==> src/rtl/red_pitaya_exp_debounce.sv <==
// red_pitaya_exp_debounce: per-bit synchroniser, debounce filter and edge detect for expansion pins
// Ports: clk_i/rstn_i clock and async active-low reset; exp_dat_i raw pins;
//   exp_dat_o filtered state; rise_o/fall_o one-cycle filtered edge pulses;
//   sys_* housekeeping-style bus slave (0x00 state, 0x04/0x08 W1C edge flags,
//   0x0C debounce length, 0x10 irq mask); irq_o level interrupt.
// Optional feature macro EXP_DEB_IRQ_EN adds the irq_mask register and irq_o.
module red_pitaya_exp_debounce #(
  parameter int          DW      = 8,
  parameter int          CW      = 16,
  parameter int unsigned DEB_DEF = 1250
) (
  input  logic          clk_i,
  input  logic          rstn_i,
  input  logic [DW-1:0] exp_dat_i,
  output logic [DW-1:0] exp_dat_o,
  output logic [DW-1:0] rise_o,
  output logic [DW-1:0] fall_o,
  input  logic [31:0]   sys_addr,
  input  logic [31:0]   sys_wdata,
  input  logic [3:0]    sys_sel,
  input  logic          sys_wen,
  input  logic          sys_ren,
  output logic [31:0]   sys_rdata,
  output logic          sys_err,
  output logic          sys_ack
`ifdef EXP_DEB_IRQ_EN
  ,
  output logic          irq_o
`endif
);
  logic [DW-1:0] r_s1, r_s2, r_filt, r_rise, r_fall, r_rise_f, r_fall_f;
  logic [CW-1:0] r_cnt [DW];
  logic [CW-1:0] r_deb_len, w_nm1;
  logic [19:0]   w_a;
  logic          w_deb_wr;
  logic [DW-1:0] w_clr_r, w_clr_f, w_mask;
  logic [31:0]   w_rdata;
  logic          w_unused;
  assign w_unused  = ^{sys_sel, sys_addr[31:20], sys_wdata[31:CW]};
  assign exp_dat_o = r_filt;
  assign rise_o    = r_rise;
  assign fall_o    = r_fall;
  assign sys_err   = 1'b0;
  always_comb begin
    w_a      = sys_addr[19:0];
    // a zero length behaves as one cycle
    w_nm1    = (r_deb_len == '0) ? '0 : r_deb_len - 1'b1;
    w_deb_wr = sys_wen && (w_a == 20'h0C);
    w_clr_r  = (sys_wen && (w_a == 20'h04)) ? sys_wdata[DW-1:0] : '0;
    w_clr_f  = (sys_wen && (w_a == 20'h08)) ? sys_wdata[DW-1:0] : '0;
    w_rdata  = (w_a == 20'h00) ? {{(32-DW){1'b0}}, r_filt}   :
               (w_a == 20'h04) ? {{(32-DW){1'b0}}, r_rise_f} :
               (w_a == 20'h08) ? {{(32-DW){1'b0}}, r_fall_f} :
               (w_a == 20'h0C) ? {{(32-CW){1'b0}}, r_deb_len} :
               (w_a == 20'h10) ? {{(32-DW){1'b0}}, w_mask}   : '0;
  end
  always_ff @(posedge clk_i or negedge rstn_i) begin
    if (!rstn_i) begin
      r_s1      <= '0;
      r_s2      <= '0;
      r_filt    <= '0;
      r_rise    <= '0;
      r_fall    <= '0;
      r_rise_f  <= '0;
      r_fall_f  <= '0;
      r_deb_len <= CW'(DEB_DEF);
      sys_ack   <= 1'b0;
      sys_rdata <= '0;
      for (int i = 0; i < DW; i++) r_cnt[i] <= '0;
    end else begin
      r_s1      <= exp_dat_i;
      r_s2      <= r_s1;
      r_rise    <= '0;
      r_fall    <= '0;
      for (int i = 0; i < DW; i++)
        if (w_deb_wr || (r_s2[i] == r_filt[i])) r_cnt[i] <= '0;
        else if (r_cnt[i] != w_nm1) r_cnt[i] <= r_cnt[i] + 1'b1;
        else begin
          r_filt[i] <= r_s2[i];
          r_cnt[i]  <= '0;
          r_rise[i] <= r_s2[i];
          r_fall[i] <= ~r_s2[i];
        end
      // a new edge outranks a simultaneous W1C clear
      r_rise_f  <= (r_rise_f & ~w_clr_r) | r_rise;
      r_fall_f  <= (r_fall_f & ~w_clr_f) | r_fall;
      if (w_deb_wr) r_deb_len <= sys_wdata[CW-1:0];
      sys_ack   <= sys_wen | sys_ren;
      sys_rdata <= w_rdata;
    end
  end
`ifdef EXP_DEB_IRQ_EN
  logic [DW-1:0] r_irq_mask;
  logic          r_irq;
  assign w_mask = r_irq_mask;
  assign irq_o  = r_irq;
  always_ff @(posedge clk_i or negedge rstn_i) begin
    if (!rstn_i) begin
      r_irq_mask <= '0;
      r_irq      <= 1'b0;
    end else begin
      if (sys_wen && (w_a == 20'h10)) r_irq_mask <= sys_wdata[DW-1:0];
      r_irq      <= |((r_rise_f | r_fall_f) & r_irq_mask);
    end
  end
`else
  assign w_mask = '0;
`endif
endmodule

==> config.mk <==
export PLATFORM = sky130hd
export DESIGN_NAME = red_pitaya_exp_debounce
export DESIGN_NICKNAME = d
export VERILOG_FILES = /design/src/rtl/red_pitaya_exp_debounce.sv
export SDC_FILE = /design/constraint.sdc
export NUM_CORES = 1
export LEC_CHECK = 0
export BUFFER_PORTS_ARGS = -buffer_cell sky130_fd_sc_hd__buf_2
export CORE_MARGIN = 2
export CORE_UTILIZATION = 55
export CTS_CLUSTER_SIZE = 14
export DETAILED_ROUTE_END_ITERATION = 8
export PLACE_DENSITY = 0.76
export SLEW_MARGIN = 20
export SYNTH_ARGS = -nofsm -noshare
export SYNTH_HDL_FRONTEND = slang
export SYNTH_SLANG_ARGS = --single-unit
==> constraint.sdc <==
create_clock -name clk_i -period 4.4 [get_ports clk_i]
set_input_delay 0.22 -clock clk_i [delete_from_list [all_inputs] [get_ports clk_i]]
set_output_delay 0.22 -clock clk_i [all_outputs]
set_load 0.02 [all_outputs]
# ---- Word level (Yosys, flattened, before mapping)
# Index checks and enable logic that the tools add are counted.
# Widths: inputs -> output; s select.
dict set report word_totals {
  reg_bits 217
  output_inout_bits 58
  elab_cells 160
}
dict set report op_classes {
  n_addsub 9
  eq_ne 19
  muxes 55
  bitwise_logic 31
  reduce_logical 21
}
# cell n
set op_table {}
lappend op_table {{$mux 16} 21}
lappend op_table {{$add 16x1->16 const B} 8}
lappend op_table {{$ne 16x16->1} 8}
lappend op_table {{$eq 20x4->1 const B} 2}
lappend op_table {{$mux 1} 32}
lappend op_table {{$not 1->1} 24}
lappend op_table {{$eq 20x3->1 const B} 1}
lappend op_table {{$logic_not 20->1} 1}
lappend op_table {{$and 8x8->8} 2}
lappend op_table {{$logic_not 16->1} 1}
lappend op_table {{$mux 8} 2}
lappend op_table {{$not 8->8} 2}
lappend op_table {{$or 8x8->8} 2}
lappend op_table {{$reduce_and 2->1} 8}
lappend op_table {{$sub 16x1->16 const B} 1}
lappend op_table {{$eq 1x1->1} 8}
lappend op_table {{$logic_or 1x1->1} 8}
lappend op_table {{$logic_and 1x1->1} 3}
lappend op_table {{$or 1x1->1} 1}

# ---- Longest topological paths before layout
# Gate-level depths: netlist of run 1.
dict set report depth {
  ltp_word 6
  mapped_depth 19
  depth_no_buf 10
}

# ---- Worst setup path after synthesis of run 1
# OpenSTA, ideal clock, no wires.
dict set report synth_path {
  path_type {register -> register}
  startpoint {register r_deb_len[0]}
  endpoint {register r_filt[4], in the netlist exp_dat_o[4]}
  t_arrival_ns 3.931
  required_time_ns 4.275
  setup_slack_ns 0.344
  path_stages_with_launch 17
  path_buffers 6
  synth_period_minus_slack_ns 4.056
  cell_sequence {dfrtp_1 clkbuf_1 clkbuf_1 inv_1 ha_1 clkbuf_2 or3b_2 clkbuf_1 nor4_4 buf_6 buf_4 a21oi_1 nor3_1 o32ai_1 or4_4 or4_4 mux2_4}
}
dict set report synth_via {
  elab_chain_len 5
  word_cells_on_any_way 6
  classes_between {add/sub: 1; eq/ne: 1; mux: 1; bitwise: 1; reduce/logical: 2}
}
# item line_no
set synth_rtl {}
lappend synth_rtl {{start, declared} 33} ;# logic [CW-1:0] r_deb_len, w_nm1;
lappend synth_rtl {{start signal, assigned} 66} ;# r_deb_len <= CW'(DEB_DEF);
lappend synth_rtl {{start signal, assigned} 87} ;# if (w_deb_wr) r_deb_len <= sys_wdata[CW-1:0];
lappend synth_rtl {{$sub 16x1->16 or $logic_not 16->1 (tied branches)} 47} ;# w_nm1 = (r_deb_len == '0) ? '0 : r_deb_len - 1'b1;
lappend synth_rtl {{$mux 16 (*)} 47}
lappend synth_rtl {{$ne 16x16->1 (*)} 77} ;# else if (r_cnt[i] != w_nm1) r_cnt[i] <= r_cnt[i] + 1'b1;
lappend synth_rtl {{$not 1->1 (no line) (*)} n/a}
lappend synth_rtl {{$reduce_and 2->1 (no line) (*)} n/a}
lappend synth_rtl {{end signal, assigned by index} 79} ;# r_filt[i] <= r_s2[i];
lappend synth_rtl {{end, declared} 31} ;# logic [DW-1:0] r_s1, r_s2, r_filt, r_rise, r_fall, r_rise_f, r_fall_f;
# Mark *: on every way between the ends. The rest lies on a longest branch, timed or not.
# A chain may end at the register's enable or synchronous reset.

# ---- Worst setup path after layout of run 1
dict set report layout_path {
  startpoint {register r_deb_len[13]}
  endpoint {register r_filt[6], in the netlist exp_dat_o[6]}
}
# The elaborated chain is that of the path after synthesis.

==> results of run 1 <==
## where the power goes
group          switching, µW  internal (µW)
logic                    127           84.4
clock network            764           1240
registers               43.0           2020
## flip-flops by register name, indices dropped and copies added (netlist names)
name / flops
sys_ack: 1
rise_o: 8
fall_o: 8
r_rise_f: 8
r_cnt: 128
r_fall_f: 8
exp_dat_o: 8
r_s2: 8
r_s1: 8
r_deb_len: 16
sys_rdata: 16
## cell type report
class	instances	area [µm²]
multi-input cells	1002	6560
fillers	1801	8100
well taps	285	357
clock buffers	31	636
clock inverters	9	148
inverters	35	131
repair buffers	168	1130
flip-flops and latches	217	5440
## repair_timing
action / 4_1_cts / 5_1_grt
setup buffers: 0 / 0
hold endpoints to repair: 147 / 0
resized for setup: 0 / 2
setup endpoints to repair: 0 / 1
hold buffers: 26 / 0
## metal layers
layer  vias to the layer above  share of wire (%)  global-route usage (%)
li1                       4881                  -                       -
met1                      5107                 41                    39.4
met2                       545                 45                    48.8
met3                       130                9.3                    6.24
met4                         0                4.6                    12.7
met5                         -                  0                       0
## placed cells by master (no fill, tap or decap), drive strengths merged, types with 6 or more instances in the layout
cell / n
dfrtp: 212
nor2: 158
buf: 142
xor2: 117
xnor2: 82
nand2: 78
nand3: 72
nor3: 61
o21ai: 48
inv: 35
a21oi: 33
clkbuf: 31
nor4: 29
and3: 28
nand4: 28
dlygate4sd3: 26
nand2b: 22
or4: 19
mux2: 19
nor2b: 18
conb: 17
and2: 14
or3: 12
a21o: 11
o22ai: 10
ha: 9
mux4: 8
o32ai: 8
o2111ai: 7
a31oi: 6
## stage by stage
stage / cell area, µm² / util (%) / hold WS [ps] / power (µW)
final: 14400 / 64.0 / 21.8 / 4280
after global routing: 14400 / 64.0 / 0.199 / 4440
after CTS: 14400 / 64.0 / 0.335 / 4330
after detailed placement: 13300 / 59.3 / 329 / 2290
after global placement: 13300 / 59.3 / 328 / 2290
after floorplan: 12600 / - / -75.6 / 2200
## logic make-up after synthesis
group | share of synthesized area [%]
AO/OA/AOI/OAI | 10.0
XOR/XNOR | 14.3
adder cells (fa/ha/maj) | 0.898
buffers and inverters | 4.88
flip-flops | 43.4
multiplexers | 3.57
other | 0.0299
AND/OR/NAND/NOR | 23.0
## how the worst min path moves through the flow
stage / startpoint / end / slack [ps] / depth (start not counted)
finish: sys_wdata[5] / r_deb_len[5] / 20 / 2
global route: sys_wdata[5] / r_deb_len[5] / 0.2 / 2
CTS: sys_wdata[5] / r_deb_len[5] / 0.3 / 2
detailed placement: exp_dat_i[1] / r_s1[1] / 330 / 1
global placement: exp_dat_i[3] / r_s1[3] / 330 / 1
floorplan: rstn_i / exp_dat_o[0] / -80 / 0
==> results.md, run 1 <==
- Outcome: finished clean
- IO Pins: 138
- Final setup fails: 0
- Setup TNS: 0 ps
- Worst path cell trace: nor4_1 -> nand4_1 -> buf_4 -> o21ai_4 -> xor2_1 -> o221ai_1 -> or4b_1 -> or4_1 -> mux2_1
- Clock transition at the registers of the reported paths: 60 ps
- Worst Tran Pin Value: 1110 ps
- Total gr overflow: 0
- Synth top area cells: dfrtp_1 (42%), xor2_1 (8.2%), xnor2_1 (5.7%), nor2_1 (4.7%), nand3_1 (2.9%)
- Post-DP HPWL: 26.3 mm
- Synth top area share: 42.3%
- Hold Violations, Final: 0
- Mean area per synthesized cell: 9.37 µm²
- Skew final: 16.1 ps
- Delay-heaviest family, CP: simple AND/OR/NAND/NOR gates
- Worst path bufs/invs: 1
- CP max stage cell: nor4_1
- Total clock sinks: 217
- Routed WL: 36.6 mm
- Relative slew slack: 25.5%
- Placed Cells: 1,681
- Mapped cell area: 12,500 µm²
- Synthesis Warnings: 0
- Iteration-0 DRC count of the detailed router: 1,057
- Crit path depth: 9
- Pin count of the biggest net entering global routing: 128
- GRT Overall Usage: 30.1%
- Initial antenna violation count: 1
- CP endpoint kind: flop
- Final nets: 1,536
- Layout cells sized above 1: 16.0%
- Pre-CTS WS: 239 ps
- Drc violations: 0
- Vias per cell: 6.10
- DR pass1 iterations: 5
- Ys flop type: dfrtp_1
- Unrepaired setup endpoints after global routing: false
- PortBufs: 88
- Global-route wire length before repair: 56.5 mm
- CTS tree: yes
- R2R setup slack: 120 ps
- Core ar.: 22,500 µm²
- Lkg Pwr: 0.00650 µW
- WL/cell: 20.9 µm
- Crit-path max FO: 11
- Reg2reg start: r_deb_len[13]
- Cts bufs inserted: 23
- Seq/Total Area, Yosys: 43.4%
- Initial Util: 55.7%
- Pwr Density: 297 nW/µm²
- Post-synth top area cell: dfrtp_1
- Via count: 10,700
- CP arrival: 4660 ps
- Num rows: 55
- Htree depth: 1
- CP Capture Point: exp_dat_o[6]
- Reg2reg end: exp_dat_o[6]
- WS Path Type: reg2reg
- Hold WC Path Type: in2reg
- Vias in the first global route: 10,400
- Crit share post-route: 97.3%
- Placer Congestion: 1.04
- Routed Antenna Nets: 0
- Max IR drop VDD: 0.254 mV
- Slew Limit Fails: 0
- Post-synthesis cell type count: 83
- Worst Setup Start Kind: flop
- Layout area overhead: 14.8%
- DIE WIDTH: 155 µm
- Root buf cell: clkbuf_16
- Post-synth EDFFs: 0
- Async SR Flop Fraction: 100%
- Critical path required time: 4780 ps
- Antenna Cells: 0
- Max-Cap Viols: 0
- Most frequent cell after synthesis: dfrtp_1
- #FFs+latches synth: 217
- Crit. Startpoint: r_deb_len[13]
- Clk_lat worst skew: 510 ps
- Die area: 24,000 µm²
- Path depth of the worst reg2reg path: 9
- Worst setup margin: 119 ps
- Die Ht: 155 µm
- Slowest stage delay, CP: 1020 ps
- Non-filler cells, final: 1,747
- Cell count after synthesis: 1,338
- Commonest cells in the netlist: dfrtp_1 (212), nor2_1 (158), xor2_1 (117)
- Tmin final: 4280 ps
- Longest Clk Path Bufs: 3
- FMAX: 234 MHz
Power figures use the tool's default switching activity.
==> run 2, diff against run 1 <==
- CORE_MARGIN: 2 -> 4
==> results.md, run 2 (synthesis gave the netlist of run 1 again) <==
- Outcome: finished clean (unchanged)
- Final setup fails: 0 (unchanged)
- Crit-path max FO: 16 (was 11)
- Die Ht: 159 µm (was 155 µm)
- Tmin final: 4030 ps (was 4280 ps)
- Max-Cap Viols: 0 (unchanged)
- Routed Antenna Nets: 0 (unchanged)
- Met2 Track Usage GR: 45.8% (was 48.8%)
- Core ar.: 22,100 µm² (was 22,500 µm²)
- Total gr overflow: 0 (unchanged)
- Routed WL: 36.7 mm (was 36.6 mm)
- Worst Setup Start Kind: flop (unchanged)
- Unrepaired setup endpoints after global routing: false (unchanged)
- Critical path required time: 4800 ps (was 4780 ps)
- Filler cell count: 1,717 (was 1,801)
- Relative slew slack: 27.3% (was 25.5%)
- Vias per cell: 6.15 (was 6.10)
- DIE WIDTH: 159 µm (was 155 µm)
- PortBufs: 88 (unchanged)
- WS Path Type: reg2reg (unchanged)
- Iteration-0 DRC count of the detailed router: 1,192 (was 1,057)
- Global-route wire length before repair: 59.5 mm (was 56.5 mm)
- Num rows: 54 (was 55)
- Clock transition at the registers of the reported paths: 60 ps (about the same)
- Root buf cell: clkbuf_16 (unchanged)
- Initial antenna violation count: 0 (was 1)
- Post-DP HPWL: 25.9 mm (was 26.3 mm)
- Post_cts resized: 0 (unchanged)
- Most common cell after layout, fill and taps aside: dfrtp_1 (unchanged)
- Area post-placement: 13,400 µm² (was 13,300 µm²)
- Biggest register: r_cnt (unchanged)
- Largest register FFs: 128 (unchanged)
- Total clock sinks: 217 (unchanged)
- Cts bufs inserted: 24 (was 23)
- Layout area overhead: 15.0% (was 14.8%)
- Drc violations: 0 (unchanged)
- Pwr Density: 293 nW/µm² (was 297 nW/µm²)
- Pin count of the biggest net entering global routing: 138 (was 128)
- Clk_lat worst skew: 530 ps (was 510 ps)
- Longest Clk Path Bufs: 3 (unchanged)
- Slew Limit Fails: 0 (unchanged)
- Antenna Cells: 0 (unchanged)
- Placer Congestion: 1.06 (was 1.04)
- CTS tree: yes (unchanged)
- Initial Util: 56.8% (was 55.7%)
- Crit share post-route: 91.5% (was 97.3%)
- Reg2reg end: exp_dat_o[6] (unchanged)
- Vias in the first global route: 10,600 (was 10,400)
- Met3 Use GR: 5.88% (was 6.24%)
- Max IR drop VDD: 0.231 mV (was 0.254 mV)
- Commonest cells after routing, fill and taps aside: dfrtp_1 (212), nor2_1 (158), xor2_1 (117) (was dfrtp_1 (212), nor2_1 (157), xor2_1 (117))
- GRT Overall Usage: 28.9% (was 30.1%)
- FMAX: 248 MHz (was 234 MHz)
- Path depth of the worst reg2reg path: 12 (was 9)
- Finished Cell Area: 14,400 µm² (about the same)
- Die area: 25,300 µm² (was 24,000 µm²)
- Via count: 10,800 (was 10,700)
- Storage cell area: 5440 µm² (unchanged)
- Skew final: 16.2 ps (was 16.1 ps)
- CP endpoint kind: flop (unchanged)
- Footprint of the multi-input gates: 6560 µm² (about the same)
- IO Pins: 138 (unchanged)
- WL/cell: 21.0 µm (was 20.9 µm)
- Hold_ws: 176 ps (was 21.8 ps)
- Final nets: 1,540 (was 1,536)
- Hold WC Path Type: in2async (was in2reg)
- Leading registers by flop count: r_cnt: 128 flops, r_deb_len: 16 flops, sys_rdata: 16 flops (unchanged)
- GR Util met1: 40.1% (was 39.4%)
- Hold Violations, Final: 0 (unchanged)
- Reg2reg start: r_deb_len[1] (was r_deb_len[13])
- R2R setup slack: 370 ps (was 120 ps)
- DR pass1 iterations: 6 (was 5)
- Worst Tran Pin Value: 1090 ps (was 1110 ps)
- Lkg Pwr: 0.00651 µW (was 0.00650 µW)
- Htree depth: 1 (unchanged)
- CP arrival: 4430 ps (was 4660 ps)
- Gr busiest metal: met2 (unchanged)
- Layout cells sized above 1: 16.3% (was 16.0%)
- Setup TNS: 0 ps (unchanged)
[run 2: per-layer routing]
metal  share of wire (%)  vias up
met2                  46      528
met1                  41     5250
li1                    -     4880
met5                   0        -
met4                 3.5        0
met3                 9.4       99
[run 2: repair_timing]
action,4_1_cts,5_1_grt
setup buffers,0,0
endpoints found under the hold margin,162,0
hold buffers,27,0
[run 2: where the power goes]
group          switching, µW  internal [µW]
Combinational            128           87.4
Sequential              42.7           2020
Clock                    825           1120
Total                    996           3230
[run 2: how the worst max path moves through the flow]
stage	from	to	cells past startpoint
final	r_deb_len[1]	exp_dat_o[6]	12
after global routing	r_deb_len[3]	exp_dat_o[7]	8
after CTS	r_deb_len[1]	exp_dat_o[6]	12
after detailed placement	r_deb_len[1]	exp_dat_o[6]	12
after global placement	r_deb_len[1]	exp_dat_o[6]	12
after floorplan	r_deb_len[0]	exp_dat_o[4]	16
[run 2: layout make-up]
class                           instances  area share, %
Inverter                               35          0.911
Timing Repair Buffer                  171           8.14
Tap cell                              280           2.43
Clock buffer                           34           4.92
Sequential cell                       217           37.7
Clock inverter                          9          0.434
Multi-Input combinational cell       1002           45.5
[run 2: per-stage QoR]
step	cells	worst slack [ps]	utilization, %	total power [µW]
3_3_place_gp	1677	477	60.4	2290
3_5_place_dp	1677	429	60.4	2290
4_1_cts	1747	412	65.1	4260
6_report	1748	374	65.3	4230
2_1_floorplan	1354	344	-	2200
5_1_grt	1748	258	65.3	4400
[run 2: critical path, stage by stage (launching register included)]
cell and delay [ps]:
dfstp_2 570, inv_1 60, ha_1 240, or3b_2 330, nor4_4 80, buf_4 180
buf_4 200, or4_1 510, o31ai_1 80, o221ai_1 150, or4b_1 560, or4_1 570
mux2_1 370
==> run 3, diff against run 2 <==
- ABC_AREA: not set -> 1
- PLACE_DENSITY: 0.76 -> 0.75
- SETUP_SLACK_MARGIN: not set -> 0.5
==> results.md, run 3 <==
- Hold Violations, Final: 0 (unchanged)
- Biggest register: r_cnt (unchanged)
- DIE WIDTH: 168 µm (was 159 µm)
- Post-synth EDFFs: 0 (unchanged)
- Layout cells sized above 1: 10.6% (was 16.3%)
- Most frequent CP cell: nand2_1
- CP Capture Point: r_cnt[2] (was exp_dat_o[6])
- Setup TNS: 0 ps (unchanged)
- Most common cell after layout, fill and taps aside: nand2_1 (was dfrtp_1)
- Total clock sinks: 217 (unchanged)
- Post-synth top area cell: dfrtp_1 (unchanged)
- Cts bufs inserted: 26 (was 24)
- Pwr Density: 298 nW/µm² (was 293 nW/µm²)
- Relative slew slack: 40.7% (was 27.3%)
- Lkg Pwr: 0.00824 µW (was 0.00651 µW)
- Crit path depth: 15 (was 12)
- Placer Congestion: 0.973 (was 1.06)
- Unrepaired setup endpoints after global routing: false (unchanged)
- # hold bufs at CTS: 27 (unchanged)
- Ys flop type: dfrtp_1 (unchanged)
- Filler cell count: 2,277 (was 1,717)
- Leading registers by flop count: r_cnt: 128 flops, r_deb_len: 16 flops, sys_rdata: 16 flops (unchanged)
- Largest register FFs: 128 (unchanged)
- CP endpoint kind: flop (unchanged)
- Reg2reg start: r_deb_len[1] (unchanged)
- Root buf cell: clkbuf_16 (unchanged)
- Seq/Total Area, Yosys: 38.4% (was 43.4%)
- Antenna Cells: 0 (unchanged)
- Via count: 13,900 (was 10,800)
- Final nets: 2,264 (was 1,540)
- Path depth of the worst reg2reg path: 15 (was 12)
- Critical path required time: 4800 ps (about the same)
- R2R setup slack: 850 ps (was 370 ps)
- Htree depth: 1 (unchanged)
- Placed Cells: 2,450 (was 1,677)
- Crit share post-route: 80.7% (was 91.5%)
- Worst Setup Start Kind: flop (unchanged)
- Synth top area share: 37.5% (was 42.3%)
- Clock transition at the registers of the reported paths: 60 ps (about the same)
- Initial antenna violation count: 0 (unchanged)
- Routed Antenna Nets: 0 (unchanged)
- Slew Limit Fails: 0 (unchanged)
- Max IR drop VDD: 0.416 mV (was 0.231 mV)
- Total gr overflow: 0 (unchanged)
- Skew final: 17.7 ps (was 16.2 ps)
- Die area: 28,300 µm² (was 25,300 µm²)
- Max-Cap Viols: 0 (unchanged)
- Num rows: 58 (was 54)
- Worst path bufs/invs: 2 (was 3)
- Core ar.: 25,300 µm² (was 22,100 µm²)
- Post_cts resized: 0 (unchanged)
- Clk_lat worst skew: 550 ps (was 530 ps)
- CP arrival: 3950 ps (was 4430 ps)
- Non-filler cells, final: 2,525 (was 1,748)
- Most frequent cell after synthesis: nand2_1 (was dfrtp_1)
- Routed WL: 45.4 mm (was 36.7 mm)
- FMAX: 282 MHz (was 248 MHz)
- Delay-heaviest family, CP: simple AND/OR/NAND/NOR gates (unchanged)
- CTS tree: yes (unchanged)
- Worst Tran Pin Value: 887 ps (was 1090 ps)
- CP max stage cell: dfstp_2 (unchanged)
- Cell count after synthesis: 2,050 (was 1,338)
- Drc violations: 0 (unchanged)
- Iteration-0 DRC count of the detailed router: 1,595 (was 1,192)
- Commonest cells in the netlist: nand2_1 (583), nor2_1 (327), inv_1 (303) (was dfrtp_1 (212), nor2_1 (158), xor2_1 (117))
- WL/cell: 18.0 µm (was 21.0 µm)
- Vias per cell: 5.51 (was 6.15)
- # Post-CTS Setup Buffers: 0 (unchanged)
- Crit-path max FO: 34 (was 16)
- Post-DP HPWL: 30.5 mm (was 25.9 mm)
- Final setup fails: 0 (unchanged)
- #FFs+latches synth: 217 (unchanged)
- Vias in the first global route: 13,400 (was 10,600)
- Hold WC Path Type: in2reg (was in2async)
- Slowest stage delay, CP: 550 ps (was 570 ps)
- DR pass1 iterations: 6 (unchanged)
- Crit. Startpoint: r_deb_len[1] (unchanged)
- Layout area overhead: 13.9% (was 15.0%)
- Commonest cells after routing, fill and taps aside: nand2_1 (583), nor2_1 (326), inv_1 (303) (was dfrtp_1 (212), nor2_1 (158), xor2_1 (117))
- Reg2reg end: r_cnt[2] (was exp_dat_o[6])
- Pin count of the biggest net entering global routing: 101 (was 138)
- Longest Clk Path Bufs: 3 (unchanged)
- Mean area per synthesized cell: 6.90 µm² (was 9.37 µm²)
- WS Path Type: reg2reg (unchanged)
- Async SR Flop Fraction: 100% (unchanged)
- Synthesis Warnings: 0 (unchanged)
- Outcome: finished clean (unchanged)
- Initial Util: 56.0% (was 56.8%)
- Die Ht: 168 µm (was 159 µm)
- Mapped cell area: 14,100 µm² (was 12,500 µm²)
- IO Pins: 138 (unchanged)
- Synth top area cells: dfrtp_1 (38%), nand2_1 (15%), nor2_1 (8.7%), inv_1 (8.0%), xor2_1 (7.1%) (was dfrtp_1 (42%), xor2_1 (8.2%), xnor2_1 (5.7%), nor2_1 (4.7%), nand3_1 (2.9%))
- Worst path cell trace: inv_1 -> ha_1 -> nand2_4 -> nor2_2 -> nand2_4 -> buf_4 -> nand3_2 -> nand2_1 -> nand2_1 -> nor2_1 -> nand2_1 -> nor2_2 -> nand2_2 -> nand2_1 -> nor2_1 (was inv_1 -> ha_1 -> or3b_2 -> nor4_4 -> buf_4 -> buf_4 -> or4_1 -> o31ai_1 -> o221ai_1 -> or4b_1 -> or4_1 -> mux2_1)
- Global-route wire length before repair: 71.6 mm (was 59.5 mm)
- PortBufs: 88 (unchanged)
- GRT Overall Usage: 31.9% (was 28.9%)
- Post-synthesis cell type count: 33 (was 83)
- Tmin final: 3550 ps (was 4030 ps)
-- run 3: cell types whose count changed after synthesis, moves of 20 or more --
cell and delta:
nand4_1 +93, nor2_1 +169, nor3_1 -29, clkbuf_1 -54, nor2_2 +20, xnor2_1 -82
nand2_1 +505, and3_1 -28, nand2b_1 -22, inv_1 +268, nand2_2 +25, nand3_1 +55
-- run 3: cells by family (layout without fill, tap and decap cells) --
kind of cell             count (synthesis)  count (layout)  share of synthesized area, %
other                                    1              17                        0.0265
flip-flops                             217             217                          38.4
buffers and inverters                  363             492                          11.1
AND/OR/NAND/NOR                       1275            1275                          39.7
AO/OA/AOI/OAI                           70              70                          2.79
XOR/XNOR                               115             115                          7.12
adder cells (fa/ha/maj)                  9               9                         0.796
-- run 3: worst min-delay path by stage --
stage / from / to / slack, ps / depth (start not counted)
2_1_floorplan: rstn_i / exp_dat_o[0] / -80 / 0
3_3_place_gp: rstn_i / r_s1[0] / 300 / 1
3_5_place_dp: rstn_i / r_s2[0] / 300 / 1
4_1_cts: sys_addr[3] / sys_rdata[0] / 220 / 5
5_1_grt: sys_addr[3] / sys_rdata[1] / 250 / 5
6_report: sys_addr[3] / sys_rdata[4] / 240 / 5
-- run 3: worst reg2reg max path: stages, from the launching register on --
cell and delay (ps):
dfstp_2 550, inv_1 70, ha_1 280, nand2_4 160, nor2_2 70, nand2_4 350, buf_4 390, nand3_2 460
nand2_1 250, nand2_1 80, nor2_1 130, nand2_1 80, nor2_2 140, nand2_2 230, nand2_1 140, nor2_1 40
-- run 3: cell type report --
cell class	instances	area [µm²]	area share [%]
Multi-Input combinational cell	1486	7200	44.7
Timing Repair Buffer	137	898	5.57
Clock buffer	34	732	4.54
Tap cell	330	413	2.56
Inverter	307	1150	7.15
Clock inverter	14	284	1.76
Sequential cell	217	5440	33.7
-- run 3: power by group --
group	switching, µW	internal (µW)	total (µW)
registers	27.9	2020	2050
logic	142	72.0	214
clock network	900	1640	2540
-- run 3: per-stage QoR --
step,setup slack (ps),power [µW],util [%],hold WS [ps],area [µm²]
after floorplan,1820,2200,-,-75.6,14200
after global placement,1020,2270,58.7,300,14800
after detailed placement,992,2280,58.7,299,14800
after CTS,955,4820,63.8,222,16100
after global routing,613,4940,63.8,249,16100
final,851,4800,63.8,239,16100
-- run 3: layer usage --
metal / part of all wire, % / wire [µm] / up-vias / track usage (%)
li1: - / - / 6626 / -
met1: 42 / 19200 / 6420 / 45.3
met2: 42 / 19000 / 729 / 48.5
met3: 11 / 4840 / 143 / 4.88
met4: 5.2 / 2360 / 0 / 14.0
met5: 0 / 0 / - / 0
